$ cat src/rtl/inst_encoder_if.sv
// inst_encoder_if
//
// Purpose: groups the request and response handshakes of the RV32I
// instruction encoder into one bundle.
//
// Signals:
//   in_valid / in_ready      request handshake (producer -> encoder)
//   op_sel                   operation select (0..8 valid, 9..15 invalid)
//   rd, rs1, rs2, funct3     register and funct3 fields of the request
//   imm                      32-bit immediate (byte offset for BRANCH/JAL)
//   out_valid / out_ready    response handshake (encoder -> consumer)
//   out_inst                 encoded 32-bit instruction word
//   out_last                 final word of the current request
//   err                      error flag for the current word
//
// Modports:
//   master  the side issuing requests and consuming encoded words
//   slave   the encoder itself
interface inst_encoder_if;
    logic        in_valid;
    logic        in_ready;
    logic [3:0]  op_sel;
    logic [4:0]  rd;
    logic [4:0]  rs1;
    logic [4:0]  rs2;
    logic [2:0]  funct3;
    logic [31:0] imm;
    logic        out_valid;
    logic        out_ready;
    logic [31:0] out_inst;
    logic        out_last;
    logic        err;

    modport master (
        output in_valid, op_sel, rd, rs1, rs2, funct3, imm, out_ready,
        input  in_ready, out_valid, out_inst, out_last, err
    );

    modport slave (
        input  in_valid, op_sel, rd, rs1, rs2, funct3, imm, out_ready,
        output in_ready, out_valid, out_inst, out_last, err
    );
endinterface

$ cat src/rtl/inst_encoder.sv
// inst_encoder
//
// Purpose: encodes one RV32I instruction per accepted request into a
// registered 32-bit word. The LI pseudo-op expands to ADDI, LUI, or a
// LUI + ADDI pair; the second word of a pair is only produced after the
// first has been taken by the consumer.
//
// Parameters:
//   RESET_INST  out_inst value after reset and for invalid op_sel (NOP)
//
// Ports:
//   clk   single clock, rising edge
//   rst   synchronous, active-high reset
//   bus   inst_encoder_if.slave: request handshake and fields in,
//         encoded word with out_last/err out
//
// Build option:
//   IMM_RANGE_CHECK_EN  when defined, err is also raised alongside any word
//                       whose immediate does not fit its format. Without it
//                       immediates are truncated silently.
module inst_encoder #(
    parameter logic [31:0] RESET_INST = 32'h00000013
) (
    input  logic          clk,
    input  logic          rst,
    inst_encoder_if.slave bus
);

    localparam logic [6:0] OPC_OPIMM  = 7'b0010011;
    localparam logic [6:0] OPC_LOAD   = 7'b0000011;
    localparam logic [6:0] OPC_STORE  = 7'b0100011;
    localparam logic [6:0] OPC_BRANCH = 7'b1100011;
    localparam logic [6:0] OPC_AUIPC  = 7'b0010111;
    localparam logic [6:0] OPC_LUI    = 7'b0110111;
    localparam logic [6:0] OPC_JAL    = 7'b1101111;
    localparam logic [6:0] OPC_JALR   = 7'b1100111;

    localparam logic [3:0] SEL_OPIMM  = 4'd0;
    localparam logic [3:0] SEL_LOAD   = 4'd1;
    localparam logic [3:0] SEL_STORE  = 4'd2;
    localparam logic [3:0] SEL_BRANCH = 4'd3;
    localparam logic [3:0] SEL_AUIPC  = 4'd4;
    localparam logic [3:0] SEL_LUI    = 4'd5;
    localparam logic [3:0] SEL_JAL    = 4'd6;
    localparam logic [3:0] SEL_JALR   = 4'd7;
    localparam logic [3:0] SEL_LI     = 4'd8;

    typedef enum logic {
        IDLE  = 1'b0,
        LI_LO = 1'b1
    } state_t;

    state_t state;
    state_t state_next;

    logic        out_valid_q;
    logic [31:0] out_inst_q;
    logic        out_last_q;
    logic        err_q;
    logic [4:0]  li_rd_q;
    logic [11:0] li_lo_q;

    logic        in_ready_c;
    logic        accept;
    logic        out_fire;
    logic [31:0] enc_inst;
    logic        enc_last;
    logic        enc_err;
    logic        enc_two;
    logic        range_err;
    logic        imm_fits12;
    logic [19:0] li_hi;

    assign accept   = bus.in_valid && in_ready_c;
    assign out_fire = out_valid_q && bus.out_ready;

    assign imm_fits12 = (bus.imm[31:11] == 21'h000000) ||
                        (bus.imm[31:11] == 21'h1FFFFF);

    // Upper part of a split LI: the ADDI that follows sign-extends imm[11:0],
    // so bit 11 acts as a carry into the LUI value ((imm + 0x800) >> 12).
    assign li_hi = bus.imm[31:12] + {19'd0, bus.imm[11]};

`ifdef IMM_RANGE_CHECK_EN
    logic imm_fits13;
    logic imm_fits21;

    assign imm_fits13 = (bus.imm[31:12] == 20'h00000) ||
                        (bus.imm[31:12] == 20'hFFFFF);
    assign imm_fits21 = (bus.imm[31:20] == 12'h000) ||
                        (bus.imm[31:20] == 12'hFFF);

    // LI is never flagged because it always expands to an exact sequence.
    always_comb begin
        range_err = 1'b0;
        case (bus.op_sel)
            SEL_OPIMM, SEL_LOAD,
            SEL_STORE, SEL_JALR: range_err = !imm_fits12;
            SEL_BRANCH:          range_err = !imm_fits13 || bus.imm[0];
            SEL_JAL:             range_err = !imm_fits21 || bus.imm[0];
            SEL_AUIPC, SEL_LUI:  range_err = (bus.imm[11:0] != 12'h000);
            default:             range_err = 1'b0;
        endcase
    end
`else
    assign range_err = 1'b0;
`endif

    // Combinational encoder for the first (or only) word of a request.
    always_comb begin
        enc_inst = RESET_INST;
        enc_last = 1'b1;
        enc_err  = range_err;
        enc_two  = 1'b0;
        case (bus.op_sel)
            SEL_OPIMM:  enc_inst = {bus.imm[11:0], bus.rs1, bus.funct3, bus.rd, OPC_OPIMM};
            SEL_LOAD:   enc_inst = {bus.imm[11:0], bus.rs1, bus.funct3, bus.rd, OPC_LOAD};
            SEL_STORE:  enc_inst = {bus.imm[11:5], bus.rs2, bus.rs1, bus.funct3,
                                    bus.imm[4:0], OPC_STORE};
            SEL_BRANCH: enc_inst = {bus.imm[12], bus.imm[10:5], bus.rs2, bus.rs1, bus.funct3,
                                    bus.imm[4:1], bus.imm[11], OPC_BRANCH};
            SEL_AUIPC:  enc_inst = {bus.imm[31:12], bus.rd, OPC_AUIPC};
            SEL_LUI:    enc_inst = {bus.imm[31:12], bus.rd, OPC_LUI};
            SEL_JAL:    enc_inst = {bus.imm[20], bus.imm[10:1], bus.imm[11], bus.imm[19:12],
                                    bus.rd, OPC_JAL};
            SEL_JALR:   enc_inst = {bus.imm[11:0], bus.rs1, 3'b000, bus.rd, OPC_JALR};
            SEL_LI: begin
                enc_err = 1'b0;
                if (imm_fits12) begin
                    enc_inst = {bus.imm[11:0], 5'd0, 3'b000, bus.rd, OPC_OPIMM};
                end else if (bus.imm[11:0] == 12'h000) begin
                    enc_inst = {bus.imm[31:12], bus.rd, OPC_LUI};
                end else begin
                    enc_inst = {li_hi, bus.rd, OPC_LUI};
                    enc_last = 1'b0;
                    enc_two  = 1'b1;
                end
            end
            default: begin
                enc_inst = RESET_INST;
                enc_err  = 1'b1;
            end
        endcase
    end

    // State register.
    always_ff @(posedge clk) begin
        if (rst) begin
            state <= IDLE;
        end else begin
            state <= state_next;
        end
    end

    // LI_LO covers both words of a split LI; out_last tells which one is
    // currently presented, so only the final word's handshake returns to IDLE.
    always_comb begin
        state_next = state;
        case (state)
            IDLE:    if (accept && enc_two) state_next = LI_LO;
            LI_LO:   if (out_fire && out_last_q) state_next = IDLE;
            default: state_next = IDLE;
        endcase
    end

    // Output process: request side is only open in IDLE with a free output slot.
    always_comb begin
        in_ready_c    = !rst && (state == IDLE) && (!out_valid_q || bus.out_ready);
        bus.in_ready  = in_ready_c;
        bus.out_valid = out_valid_q;
        bus.out_inst  = out_inst_q;
        bus.out_last  = out_last_q;
        bus.err       = err_q;
    end

    // Output word register. Reset wins over any handshake, which also drops a
    // pending second LI word.
    always_ff @(posedge clk) begin
        if (rst) begin
            out_valid_q <= 1'b0;
            out_inst_q  <= RESET_INST;
            out_last_q  <= 1'b0;
            err_q       <= 1'b0;
        end else if (accept) begin
            out_valid_q <= 1'b1;
            out_inst_q  <= enc_inst;
            out_last_q  <= enc_last;
            err_q       <= enc_err;
        end else if ((state == LI_LO) && out_fire && !out_last_q) begin
            out_inst_q <= {li_lo_q, li_rd_q, 3'b000, li_rd_q, OPC_OPIMM};
            out_last_q <= 1'b1;
            err_q      <= 1'b0;
        end else if (out_fire) begin
            out_valid_q <= 1'b0;
        end
    end

    // Fields for the ADDI half of a split LI, captured when the request is taken.
    always_ff @(posedge clk) begin
        if (accept) begin
            li_rd_q <= bus.rd;
            li_lo_q <= bus.imm[11:0];
        end
    end

endmodule

$ cat src/flat_wrapper.sv
// flat-port wrapper written by rule: the top's interface ports become plain ports
module inst_encoder_flat 
#(
    parameter logic [31:0] RESET_INST = 32'h00000013
)
  (clk, rst, bus_in_valid, bus_op_sel, bus_rd, bus_rs1, bus_rs2, bus_funct3, bus_imm, bus_out_ready, bus_in_ready, bus_out_valid, bus_out_inst, bus_out_last, bus_err);
  inst_encoder_if bus_i ();
  input  logic clk;
  input  logic rst;
  input wire logic [$bits(bus_i.in_valid)-1:0] bus_in_valid;
  input wire logic [$bits(bus_i.op_sel)-1:0] bus_op_sel;
  input wire logic [$bits(bus_i.rd)-1:0] bus_rd;
  input wire logic [$bits(bus_i.rs1)-1:0] bus_rs1;
  input wire logic [$bits(bus_i.rs2)-1:0] bus_rs2;
  input wire logic [$bits(bus_i.funct3)-1:0] bus_funct3;
  input wire logic [$bits(bus_i.imm)-1:0] bus_imm;
  input wire logic [$bits(bus_i.out_ready)-1:0] bus_out_ready;
  output wire logic [$bits(bus_i.in_ready)-1:0] bus_in_ready;
  output wire logic [$bits(bus_i.out_valid)-1:0] bus_out_valid;
  output wire logic [$bits(bus_i.out_inst)-1:0] bus_out_inst;
  output wire logic [$bits(bus_i.out_last)-1:0] bus_out_last;
  output wire logic [$bits(bus_i.err)-1:0] bus_err;
  assign bus_i.in_valid = bus_in_valid;
  assign bus_i.op_sel = bus_op_sel;
  assign bus_i.rd = bus_rd;
  assign bus_i.rs1 = bus_rs1;
  assign bus_i.rs2 = bus_rs2;
  assign bus_i.funct3 = bus_funct3;
  assign bus_i.imm = bus_imm;
  assign bus_i.out_ready = bus_out_ready;
  assign bus_in_ready = bus_i.in_ready;
  assign bus_out_valid = bus_i.out_valid;
  assign bus_out_inst = bus_i.out_inst;
  assign bus_out_last = bus_i.out_last;
  assign bus_err = bus_i.err;
  inst_encoder #(.RESET_INST(RESET_INST)) u_core (.clk(clk), .rst(rst), .bus(bus_i));
endmodule
$ cat config.mk
export PLATFORM = sky130hd
export DESIGN_NAME = inst_encoder_flat
export DESIGN_NICKNAME = d
export VERILOG_FILES = /design/src/rtl/inst_encoder_if.sv /design/src/rtl/inst_encoder.sv /design/src/flat_wrapper.sv
export SDC_FILE = /design/constraint.sdc
export NUM_CORES = 1
export LEC_CHECK = 0
export CAP_MARGIN = 15
export CELL_PAD_IN_SITES_DETAIL_PLACEMENT = 2
export CELL_PAD_IN_SITES_GLOBAL_PLACEMENT = 2
export CORE_ASPECT_RATIO = 1.1
export CORE_MARGIN = 5
export CORE_UTILIZATION = 31
export DETAILED_ROUTE_END_ITERATION = 7
export PLACE_DENSITY = 0.94
export SLEW_MARGIN = 40
export SYNTH_ARGS = -nofsm -noshare
export SYNTH_HDL_FRONTEND = slang
export SYNTH_SLANG_ARGS = --single-unit
export TNS_END_PERCENT = 1
$ cat constraint.sdc
create_clock -name clk -period 3.8 [get_ports clk]
set_input_delay 0.76 -clock clk [delete_from_list [all_inputs] [get_ports clk]]
set_output_delay 0.76 -clock clk [all_outputs]
set_load 0.01 [all_outputs]
Word level (Yosys, flattened, before mapping)
Cells that the tools add are included.
Operators by class
  add/subtract/negate cells: 1
  $mul: 0
  div/mod/pow operators: 0
  $lt $le $gt $ge: 0
  equal/unequal tests: 10
  shift-type cells: 0
  muxes and demuxes: 22
  bitwise operators: 1
  reduce and logical (&&, ||, !) cells: 20
Operator list (number)
  one-hot mux 32 bit (9 select lines): 1
  two-way mux 32 bit: 4
  equality test 21 bit, second input constant: 1
  logical NOT 21 bit: 1
  adder 20 x 1 -> 20 bit: 1
  equality test 4 x 3 -> 1 bit, second input constant: 4
  two-way mux 1 bit: 16
  logical NOT 12 bit: 1
  OR reduction 9 bit: 1
  equality test 4 x 2 -> 1 bit, second input constant: 2
  logical AND 1 bit: 8
  equality test 4 x 1 -> 1 bit, second input constant: 1
  equality test 4 bit, second input constant: 1
  logical NOT 4 bit: 1
  nonzero test 2 bit: 2
  logical NOT 1 bit: 3
  logical OR 1 bit: 2
  != test 2 x 1 -> 1 bit, second input constant: 1
  one-hot mux 1 bit (2 select lines): 1
  AND reduction 2 bit: 1
  inverter 1 bit: 1
Word-level totals
  flip-flop bits (word level): 53
  bits in latches: 0
  memory bits (writable): 0
  ROM bits: 0
  input port bits: 58
  output and inout port bits: 36
  word-level logic and storage cells: 61
  memories: 0

Depth between registers and ports, before layout
Gate-level depths: netlist (run 1).
  depth in word-level cells: 7
  depth in mapped cells: 8
  gate-level depth less buffers: 7

Least setup slack after synthesis (run 1)
OpenSTA, ideal clock, no wires.
  path kind: input to register
  start point: in rst
  end point: reg u_core.out_inst_q[20], in the netlist u_core.bus.out_inst[20]
  arrival: 2.675 ns
  data required time: 3.709 ns
  path slack: 1.034 ns
  cell stages on the path: 8
  path buffers: 2
  cells stage by stage: buf_2 nor2_1 nand3_1 inv_1 clkbuf_1 o211ai_1 a21boi_0 a311oi_1
On the way
  word-level cells in the longest chain between the ends: 5
  elaborated cells between the ends (all ways): 6
RTL lines
  start: declaration: RTL line flat_wrapper.sv:9  | input logic rst;
  logical NOT 1 bit (*): RTL line inst_encoder.sv:168  | in_ready_c = !rst && (state == IDLE) && (!out_valid_q || bus.out_ready);
  logical AND 1 bit (*) (2 in series): RTL line inst_encoder.sv:168
  logical AND 1 bit (*): RTL line inst_encoder.sv:74  | assign accept = bus.in_valid && in_ready_c;
  net u_core.accept: RTL line inst_encoder.sv:64  | logic accept;
  two-way mux 32 bit or nonzero test 2 bit (tied branches)
  end signal: assignment: RTL line inst_encoder.sv:186  | out_inst_q <= enc_inst;
  end signal: assignment: RTL line inst_encoder.sv:190  | out_inst_q <= {li_lo_q, li_rd_q, 3'b000, li_rd_q, OPC_OPIMM};
  end: declaration: RTL line inst_encoder.sv:57  | logic [31:0] out_inst_q;
Mark *: on every way through the listed nets, which the timed path passes. The rest lies on a longest branch.
A chain may end at the register's enable or synchronous reset.

Worst setup path in the final report (run 1)
  start point: in bus_imm[11]
  end point: reg u_core.out_inst_q[17], in the netlist u_core.bus.out_inst[17]
On the way
  word-level cells in the longest chain between the ends: 5
  elaborated cells between the ends (all ways): 9
RTL lines
  start: declaration: RTL line flat_wrapper.sv:16  | input wire logic [$bits(bus_i.imm)-1:0] bus_imm;
  adder 20 x 1 -> 20 bit (tied with other cells): RTL line inst_encoder.sv:82  | assign li_hi = bus.imm[31:12] + {19'd0, bus.imm[11]};
  two-way mux 32 bit or logical OR 1 bit (tied branches): RTL line inst_encoder.sv:131, inst_encoder.sv:77
  two-way mux 32 bit (*): RTL line inst_encoder.sv:129  | if (imm_fits12) begin
  one-hot mux 32 bit (9 select lines) (*): RTL line inst_encoder.sv:115  | case (bus.op_sel)
  two-way mux 32 bit (*): RTL line inst_encoder.sv:184  | end else if (accept) begin
Every way passes the cells marked *; elsewhere a longest branch is shown, timed or not.

==> results.cfg, run 1 <==
[die]
start_util_pct = 31.6
ios = 94
core-area_um2 = 10900
dieArea_um2 = 13300
num_rows = 40
fp.dieW_um = 111
die_height_um = 121

[routing]
vias_per_cell = 6.34
drtAntennaViolNets = 0
num_vias = 4027
routedWlPerCell_um = 26.9
drc_errors = 0
wirelength_um = 17100
dr.pass1.iters = 5
drtIter0Drc = 365

[sta]
final_max_slew_viol_count = 0
worst_pin_slew_ns = 0.894
grt_setup_unrepaired = no
skew_ns = 0.00943
min_period_ns = 3.26
slew-limit-headroom_pct = 39.9
whs_ns = 0.467
setup-tns-final_ns = 0
finalSetupViolCount = 0
finalHoldViolCount = 0
fmax_mhz = 307
period_share_pct = 85.8

[synth]
synth_compound_area_share_pct = 28.4
synth-simple-area-share_pct = 23.0
avgSynthCellArea_um2 = 8.62
yosysWarnings = 0
synthTopCellsByArea = dfxtp_1 (20%), edfxtp_1 (15%), a21oi_1 (3.3%), mux2i_1 (3.2%), nor2_1 (3.0%)
synthesis.area_um2 = 3450
synth_edf_count = 17
async_reset_ff_share_pct = 0
synth_xor_area_share_pct = 2.54
ys_types = 72
synth_top_area_share_pct = 19.7
synth_top_family_by_area = compound AO/OA/AOI/OAI gates
synthCells = 400
synth_flop_cell = dfxtp_1
synth_seq_area_share_pct = 34.5
synth-adder-area-share_pct = 1.09
muxShareOfSynthArea_pct = 4.17
ys_ff_latch = 51
synth_top_cell_by_area = dfxtp_1

[grt]
grt_pass1_wl_um = 26400
grt_pass1_vias = 4356
grt.total_usage_pct = 24.8
grt_overflow = 0
grt_max_degree = 36
antenna_found_initial = 0

[finish]
layout.nets = 548
drive_above_1_share_pct = 9.63
regArea_um2 = 1190
most-common-layout-cells = clkdlybuf4s50_1 (91), dfxtp_1 (34), nor2_1 (28)
final_area_um2 = 4690
fill_cells = 1230
final-instance-count-excl-fill = 635
multi_input_area_um2 = 2070
mostFrequentLayoutCell = clkdlybuf4s50_1
antenna_cells = 0
area_delta_synth_final_pct = 36.1
final_util_pct = 43.0

[critical_path]
r2r_setup_slack_ns = 1.37
path_buf_inv = 2
crit_required_ns = 3.97
cp_slowest_cell = clkdlybuf4s50_1
cp.arrival_ns = 3.43
critical_path.max_stage_delay_ns = 0.64
critPathTopFamily = buffers and inverters
path_cells = clkdlybuf4s50_1, ha_1, nand3_1, nor3_1, a221oi_1, buf_4, a2111oi_0, a211oi_1
end_kind = flip-flop
startpoint_type = input port
path_max_fanout = 7
worstSetupPathType = in2reg

[placement]
gp_congestion = 0.884
dpl.hpwl_um = 12700
post_dp_cell_area_um2 = 4540
io_buffers = 91
dp.cells = 627

[clocking]
hold_buffers = 0
cts_tree = built
root_buffer = clkbuf_16
clkSinkCount = 51
cts_buffers = 5
cts_resized = 0
insertion_delay_ns = 0.30
htree_levels = 2
cts_buffer_depth = 2
postCtsSetupBuffers = 0
path_clk_slew_ns = 0.08

[flow_run]
cap_violations = 0

[min_path]
hp-class = reg2reg

[power]
vdd_ir_drop_max_v = 0.000180
power.density_nw_per_um2 = 313
power.leakage_nw = 1.59

[outcome]
outcome = finished clean
Yosys cell counts, drive strengths merged, types with 4 or more instances:
master	instances
buf	13
a32o	4
a221o	4
nor3	17
o221ai	4
nor4	13
xor2	4
a22oi	6
a311oi	6
inv	12
nand2	26
dfxtp	34
mux2i	11
o31a	5
nor4b	4
clkbuf	19
o211ai	7
a221oi	9
nor2	29
nand3	15
edfxtp	17
a211oi	4
a22o	4
and3	4
a31oi	8
a21boi	6
xnor2	6
o21ai	17
nand4	12
nor2b	5
a21oi	23
worst reg2reg max path, cell delays in order, from the launching register on:
cell,delay (ns)
dfxtp_1,0.36
nand2b_1,0.32
nand3_1,0.19
inv_1,0.60
nand2_1,0.47
o22ai_1,0.28
a221o_1,0.17
final cells by class:
type / count / area share [%]
inverters: 12 / 0.959
repair buffers: 111 / 22.6
multi-input cells: 306 / 44.0
clock inverters: 3 / 0.453
flip-flops and latches: 51 / 25.4
clock buffers: 5 / 2.67
well taps: 147 / 3.92
cell families after synthesis:
| group | Yosys count |
|---|---|
| simple gates | 144 |
| compound gates | 133 |
| flops | 51 |
| buf+inv | 44 |
| mux | 14 |
| xor+xnor | 10 |
| fa+ha+maj | 3 |
| other cells | 1 |
path summary, 6_finish.rpt:
check / end / startpoint / cells past startpoint
worst max-delay path: u_core.bus.out_inst[17]$_SDFFE_PP0P_ / bus_imm[11] / 8
worst min register to register: u_core.bus.err$_SDFFE_PP0P_ / u_core.bus.err$_SDFFE_PP0P_ / 2
worst max register to register: u_core.bus.out_inst[25]$_SDFFE_PP0P_ / u_core.bus.out_valid$_SDFFE_PP0P_ / 6
worst min-delay path: u_core.bus.err$_SDFFE_PP0P_ / u_core.bus.err$_SDFFE_PP0P_ / 2
power by group:
part           switching, mW  leakage, nW  internal [mW]
combinational          0.208         1.08          0.163
sequential            0.0201        0.437          0.594
clock                  0.236       0.0751          0.249
through the flow:
stage                     setup WS [ns]  power [mW]
after floorplan                    1.03       0.780
after global placement            0.474       0.963
after detailed placement          0.385       0.983
after CTS                         0.637        1.46
after global routing              0.422        1.51
final                             0.541        1.47
state kept, by name, indices dropped and copies added, names as in the netlist:
register and count:
u_core.li_rd_q 5, u_core.li_lo_q 12, u_core.bus.out_last 1, u_core.state 1, u_core.bus.out_inst 30, u_core.bus.err 1, u_core.bus.out_valid 1
metal layers:
metal	up-vias	track usage, %	wire [µm]	share of wire, %
met5	-	0	0	0
met4	0	7.31	519	3.0
met2	216	43.6	8410	49
li1	1749	-	-	-
met3	46	3.70	1140	6.7
met1	2016	31.4	7040	41
No activity file was read; power rests on OpenSTA's default activity.
==> run 2, diff against run 1 <==
--- a/config.mk
+++ b/config.mk
@@ -13,6 +13,7 @@
 export CORE_UTILIZATION = 31
 export DETAILED_ROUTE_END_ITERATION = 7
 export PLACE_DENSITY = 0.94
+export RECOVER_POWER = 50
 export SLEW_MARGIN = 40
 export SYNTH_ARGS = -nofsm -noshare
 export SYNTH_HDL_FRONTEND = slang
==> run 2 against run 1 <==
  * Non-clock buffer count stayed put
  * Clock-buffer cell count unchanged
  * Register-to-register slack is essentially flat
  * Sequential cell count did not move
  * Hold slack lost 0.0024 ns
  * Global-route usage unchanged
  * Critical path type unchanged
  * Total power fell by 0.91%
  * Via count fell by 0.45%
  * First-iteration DRC count grew 21%
  * Fmax down 2.2%
==> results.cfg, run 2 (synthesized netlist as in run 1, its figures left out) <==
[outcome]
outcome = finished clean

[power]
vdd_ir_drop_max_v = 0.000177
sw_frac_of_total_pct = 31.8
seq_power_share_pct = 42.1
p_sw_mw = 0.462
power.density_nw_per_um2 = 310
pwr-share-comb_pct = 24.6
p_int_mw = 0.993
finalPower_mw = 1.46
power.leakage_nw = 1.68
power_frac_clock_pct = 33.3

[clocking]
cts_resized = 0
postCtsSetupBuffers = 0
clkSinkCount = 51
path_clk_slew_ns = 0.07
insertion_delay_ns = 0.31
htree_levels = 2
hold_buffers = 0
root_buffer = clkbuf_16
cts_tree = built
cts_buffers = 5
cts_buffer_depth = 2

[critical_path]
cp.arrival_ns = 3.52
r2r_setup_slack_ns = 1.37
reg2reg_to = u_core.bus.out_inst[25]$_SDFFE_PP0P_
path_max_fanout = 8
path_buf_inv = 1
path_cells = dlygate4sd3_1, nor4_1, and3_1, o31a_1, o21ai_0, a221oi_1
startpoint_type = input port
worstSetupPathType = in2reg
rr_worst_depth = 6
crit_required_ns = 3.99
critPathTopFamily = simple AND/OR/NAND/NOR gates
critical_path.max_stage_delay_ns = 0.82
cp_slowest_cell = nor4_1
timing.rr.start = u_core.bus.out_valid$_SDFFE_PP0P_
end_kind = flip-flop

[routing]
drtAntennaViolNets = 0
wl_met3_um = 1110
dr.pass1.iters = 5
wl_met2_um = 8370
vias_per_cell = 6.31
wl_met1_um = 7010
num_vias = 4009
drtIter0Drc = 441
wirelength_um = 17000
routed.top_layer = met4
routedWlPerCell_um = 26.8
drc_errors = 0

[placement]
gp_congestion = 0.884
io_buffers = 91
dpl.hpwl_um = 12700

[sta]
skew_ns = 0.00957
worst_pin_slew_ns = 0.905
whs_ns = 0.465
finalHoldViolCount = 0
setup-tns-final_ns = 0
fmax_mhz = 300
slew-limit-headroom_pct = 39.1
grt_setup_unrepaired = no
min_period_ns = 3.33
period_share_pct = 87.7
finalSetupViolCount = 0
final_max_slew_viol_count = 0

[grt]
grt_pass1_wl_um = 26400
antenna_found_initial = 0
grt_overflow = 0
grt_max_degree = 36
grt.total_usage_pct = 24.8
grt_pass1_vias = 4356

[finish]
area_delta_synth_final_pct = 36.0
layout.nets = 548
mostFrequentLayoutCell = dlygate4sd3_1
drive_above_1_share_pct = 9.43
largest_reg_flops = 30
final_util_pct = 43.0
most-common-layout-cells = dlygate4sd3_1 (50), clkdlybuf4s50_1 (41), dfxtp_1 (34)
antenna_cells = 0

[min_path]
min_to = u_core.bus.err$_SDFFE_PP0P_
hold_start = u_core.bus.err$_SDFFE_PP0P_
hp-class = reg2reg
min_path_cells = 2

[die]
num_rows = 40
fp.dieW_um = 111
start_util_pct = 31.6
core-area_um2 = 10900
ios = 94
die_height_um = 121
dieArea_um2 = 13300

[flow_run]
cap_violations = 0
## run 2: worst max-delay path by stage
| stage | startpoint | endpoint | slack (ns) | depth (start not counted) |
|---|---|---|---|---|
| after global placement | bus_imm[23] | u_core.bus.out_inst[17]$_SDFFE_PP0P_ | 0.47 | 7 |
| after CTS | bus_out_ready | bus_in_ready | 0.64 | 4 |
| final | bus_imm[0] | u_core.bus.out_inst[19]$_SDFFE_PP0P_ | 0.47 | 6 |
| after floorplan | rst | u_core.bus.out_inst[20]$_SDFFE_PP0P_ | 1.03 | 8 |
| after detailed placement | bus_imm[23] | u_core.bus.out_inst[17]$_SDFFE_PP0P_ | 0.38 | 7 |
| after global routing | bus_imm[11] | u_core.bus.out_inst[17]$_SDFFE_PP0P_ | 0.37 | 8 |
## run 2: worst reg2reg max path: stages, from the launching register on
cell and delay [ns]:
dfxtp_1 0.35, nand2b_1 0.32, nand3_1 0.18, inv_1 0.60, nand2_1 0.47, o22ai_1 0.28
a221o_1 0.16
## run 2: layout make-up
class                      instances  area, µm²
clock buffer                       5        125
clock inverter                     3       21.3
fill                            1229       6220
inverter                          12       45.0
multi-input combinational        306       2070
sequential                        51       1190
tap                              147        184
timing repair buffer             111       1060
## run 2: per-stage QoR
step / area [µm²] / setup WS, ns / instances
finish: 4690 / 0.468 / 635
global route: 4690 / 0.368 / 635
CTS: 4690 / 0.637 / 635
detailed placement: 4540 / 0.385 / 627
global placement: 4540 / 0.474 / 627
floorplan: 3450 / 1.03 / 401
## run 2: power by group through the flow
stage	Sequential [mW]	Combinational (mW)	Clock, mW
after floorplan	0.629	0.152	0
after global placement	0.623	0.340	0
after detailed placement	0.625	0.358	0
after CTS	0.613	0.364	0.487
after global routing	0.615	0.377	0.508
final	0.613	0.358	0.485
## run 2: metal layers
metal  vias up  GRT usage (%)
li1       1745              -
met4         0           7.31
met3        37           3.70
met1      2016           31.4
met5         -              0
met2       211           43.6
==> run 3, diff against run 2 <==
--- a/config.mk
+++ b/config.mk
@@ -10,9 +10,9 @@
 export CELL_PAD_IN_SITES_GLOBAL_PLACEMENT = 2
 export CORE_ASPECT_RATIO = 1.1
 export CORE_MARGIN = 5
-export CORE_UTILIZATION = 31
+export CORE_UTILIZATION = 26
 export DETAILED_ROUTE_END_ITERATION = 7
-export PLACE_DENSITY = 0.94
+export PLACE_DENSITY = 0.85
 export RECOVER_POWER = 50
 export SLEW_MARGIN = 40
 export SYNTH_ARGS = -nofsm -noshare
==> constraint.sdc (replaced) <==
create_clock -name clk -period 2.85 [get_ports clk]
set_input_delay 0.57 -clock clk [delete_from_list [all_inputs] [get_ports clk]]
set_output_delay 0.57 -clock clk [all_outputs]
set_load 0.005 [all_outputs]
==> run 3 against run 2 <==
  * Sequential cell count unchanged
  * Combinational power up 46%
  * Non-clock buffer count up 64
  * Global-route usage down 1.9 points
  * Total power up 36%
  * Via count is 4.7% higher
  * Critical path depth rose by 2
  * Clock-buffer cell count stayed put
  * Clock power is 34% higher
  * Critical path type unchanged
  * Critical endpoint unchanged
==> results.cfg, run 3 (synthesized netlist as in run 1, its figures left out) <==
[min_path]
hp-class = reg2reg

[critical_path]
crit_top_cell = buf_4
startpoint_type = input port
path_max_fanout = 5
path_buf_inv = 3
critical_path.max_stage_delay_ns = 0.62
end_kind = flip-flop
cp_slowest_cell = dlygate4sd3_1
path_cells = dlygate4sd3_1, nor4_1, buf_4, and3_1, o31a_1, o21ai_0, buf_4, a221oi_1
crit_required_ns = 3.04
cp.arrival_ns = 3.01
worstSetupPathType = in2reg
critPathTopFamily = buffers and inverters

[die]
fp.dieW_um = 120
die_height_um = 131
dieArea_um2 = 15700
core-area_um2 = 13100
ios = 94
start_util_pct = 26.3
num_rows = 44

[finish]
largest_reg_flops = 30
mostFrequentLayoutCell = buf_4
final-instance-count-excl-fill = 713
final_util_pct = 39.9
area_delta_synth_final_pct = 51.6
drive_above_1_share_pct = 20.1
antenna_cells = 0
most-common-layout-cells = buf_4 (79), dlygate4sd3_1 (47), clkdlybuf4s50_1 (44)
layout.nets = 612

[sta]
finalHoldViolCount = 0
finalSetupViolCount = 0
setup-tns-final_ns = 0
final_max_slew_viol_count = 0
slew-limit-headroom_pct = 50.3
worst_pin_slew_ns = 0.737
period_share_pct = 99.0
setup_ws_ns = 0.0275
min_period_ns = 2.82
fmax_mhz = 354
skew_ns = 0.00473
grt_setup_unrepaired = yes

[clocking]
htree_levels = 2
root_buffer = clkbuf_16
cts_tree = built
cts_buffer_depth = 2
path_clk_slew_ns = 0.08
clkSinkCount = 51
cts_buffers = 5
insertion_delay_ns = 0.31

[routing]
dr.pass1.iters = 4
num_vias = 4196
drtIter0Drc = 276
routedWlPerCell_um = 25.4
wirelength_um = 18100
drtAntennaViolNets = 0
vias_per_cell = 5.88
drc_errors = 0

[grt]
grt.total_usage_pct = 22.9
antenna_found_initial = 0
grt_pass1_vias = 4589
grt_pass1_wl_um = 27600
grt_overflow = 0
grt_max_degree = 36

[outcome]
outcome = finished clean

[placement]
gp_congestion = 0.923
io_buffers = 91
dp_slack_ns = -0.235
dpl.hpwl_um = 14100
dp.cells = 705

[power]
vdd_ir_drop_max_v = 0.000229
power.density_nw_per_um2 = 380
power.leakage_nw = 1.99

[flow_run]
cap_violations = 0
-- run 3: cell count changes in the layout (fill, tap and decap cells not counted), moves of 2 or more --
cell	delta
clkinvlp_4	+2
clkdlybuf4s50_1	+3
buf_12	+3
inv_4	-2
dlygate4sd3_1	-3
buf_4	+60
-- run 3: final cells by class --
cell class / instances / area [µm²]
tap: 161 / 201
timing repair buffer: 175 / 1570
sequential: 51 / 1190
clock buffer: 5 / 125
fill: 1456 / 7870
clock inverter: 3 / 20.0
inverter: 12 / 45.0
multi-input combinational: 306 / 2070
-- run 3: path summary, 6_finish.rpt --
| kind | from | end | slack, ns | cells past startpoint |
|---|---|---|---|---|
| max | bus_imm[7] | u_core.bus.out_inst[19]$_SDFFE_PP0P_ | 0.03 | 8 |
| min | u_core.bus.out_inst[9]$_SDFFE_PP0P_ | u_core.bus.out_inst[9]$_SDFFE_PP0P_ | 0.46 | 2 |
| max reg2reg | u_core.bus.out_valid$_SDFFE_PP0P_ | u_core.bus.out_inst[30]$_SDFFE_PP0P_ | 0.68 | 5 |
| min reg2reg | u_core.bus.out_inst[9]$_SDFFE_PP0P_ | u_core.bus.out_inst[9]$_SDFFE_PP0P_ | 0.46 | 2 |
-- run 3: worst register-to-register path: cells and delay by family, from the launching register on --
kind            cells  cell delay, ns
compound gates      3            0.99
simple gates        2            0.68
flops               1            0.42
-- run 3: layer usage --
metal | GRT usage (%) | part of all wire, % | up-vias
li1 | - | - | 1875
met1 | 27.5 | 41 | 2111
met2 | 39.6 | 50 | 164
met3 | 4.48 | 5.5 | 46
met4 | 11.3 | 3.7 | 0
met5 | 0 | 0 | -
-- run 3: where the power goes --
| group | switching (mW) | leakage [nW] | internal [mW] | total, mW |
|---|---|---|---|---|
| Sequential | 0.0248 | 0.437 | 0.791 | 0.816 |
| Combinational | 0.274 | 1.49 | 0.246 | 0.521 |
| Clock | 0.323 | 0.0658 | 0.326 | 0.649 |
| Total | 0.622 | 1.99 | 1.36 | 1.99 |
-- run 3: metrics by stage --
stage / hold slack [ns] / cell area [µm²] / power (mW)
detailed placement: 0.458 / 5080 / 1.36
floorplan: 0.448 / 3450 / 1.03
CTS: 0.469 / 5230 / 2.00
global placement: 0.446 / 5080 / 1.33
finish: 0.458 / 5230 / 1.99
global route: 0.496 / 5230 / 2.04
-- run 3: timing repair --
| item | CTS | global route |
|---|---|---|
| gates resized for setup | 1 | 2 |
| gates cloned | 0 | 0 |
| buffers inserted | 0 | 0 |
| pin swaps | 0 | 0 |
| hold buffers | 0 | 0 |
| endpoints found under the setup margin | 1 | 5 |
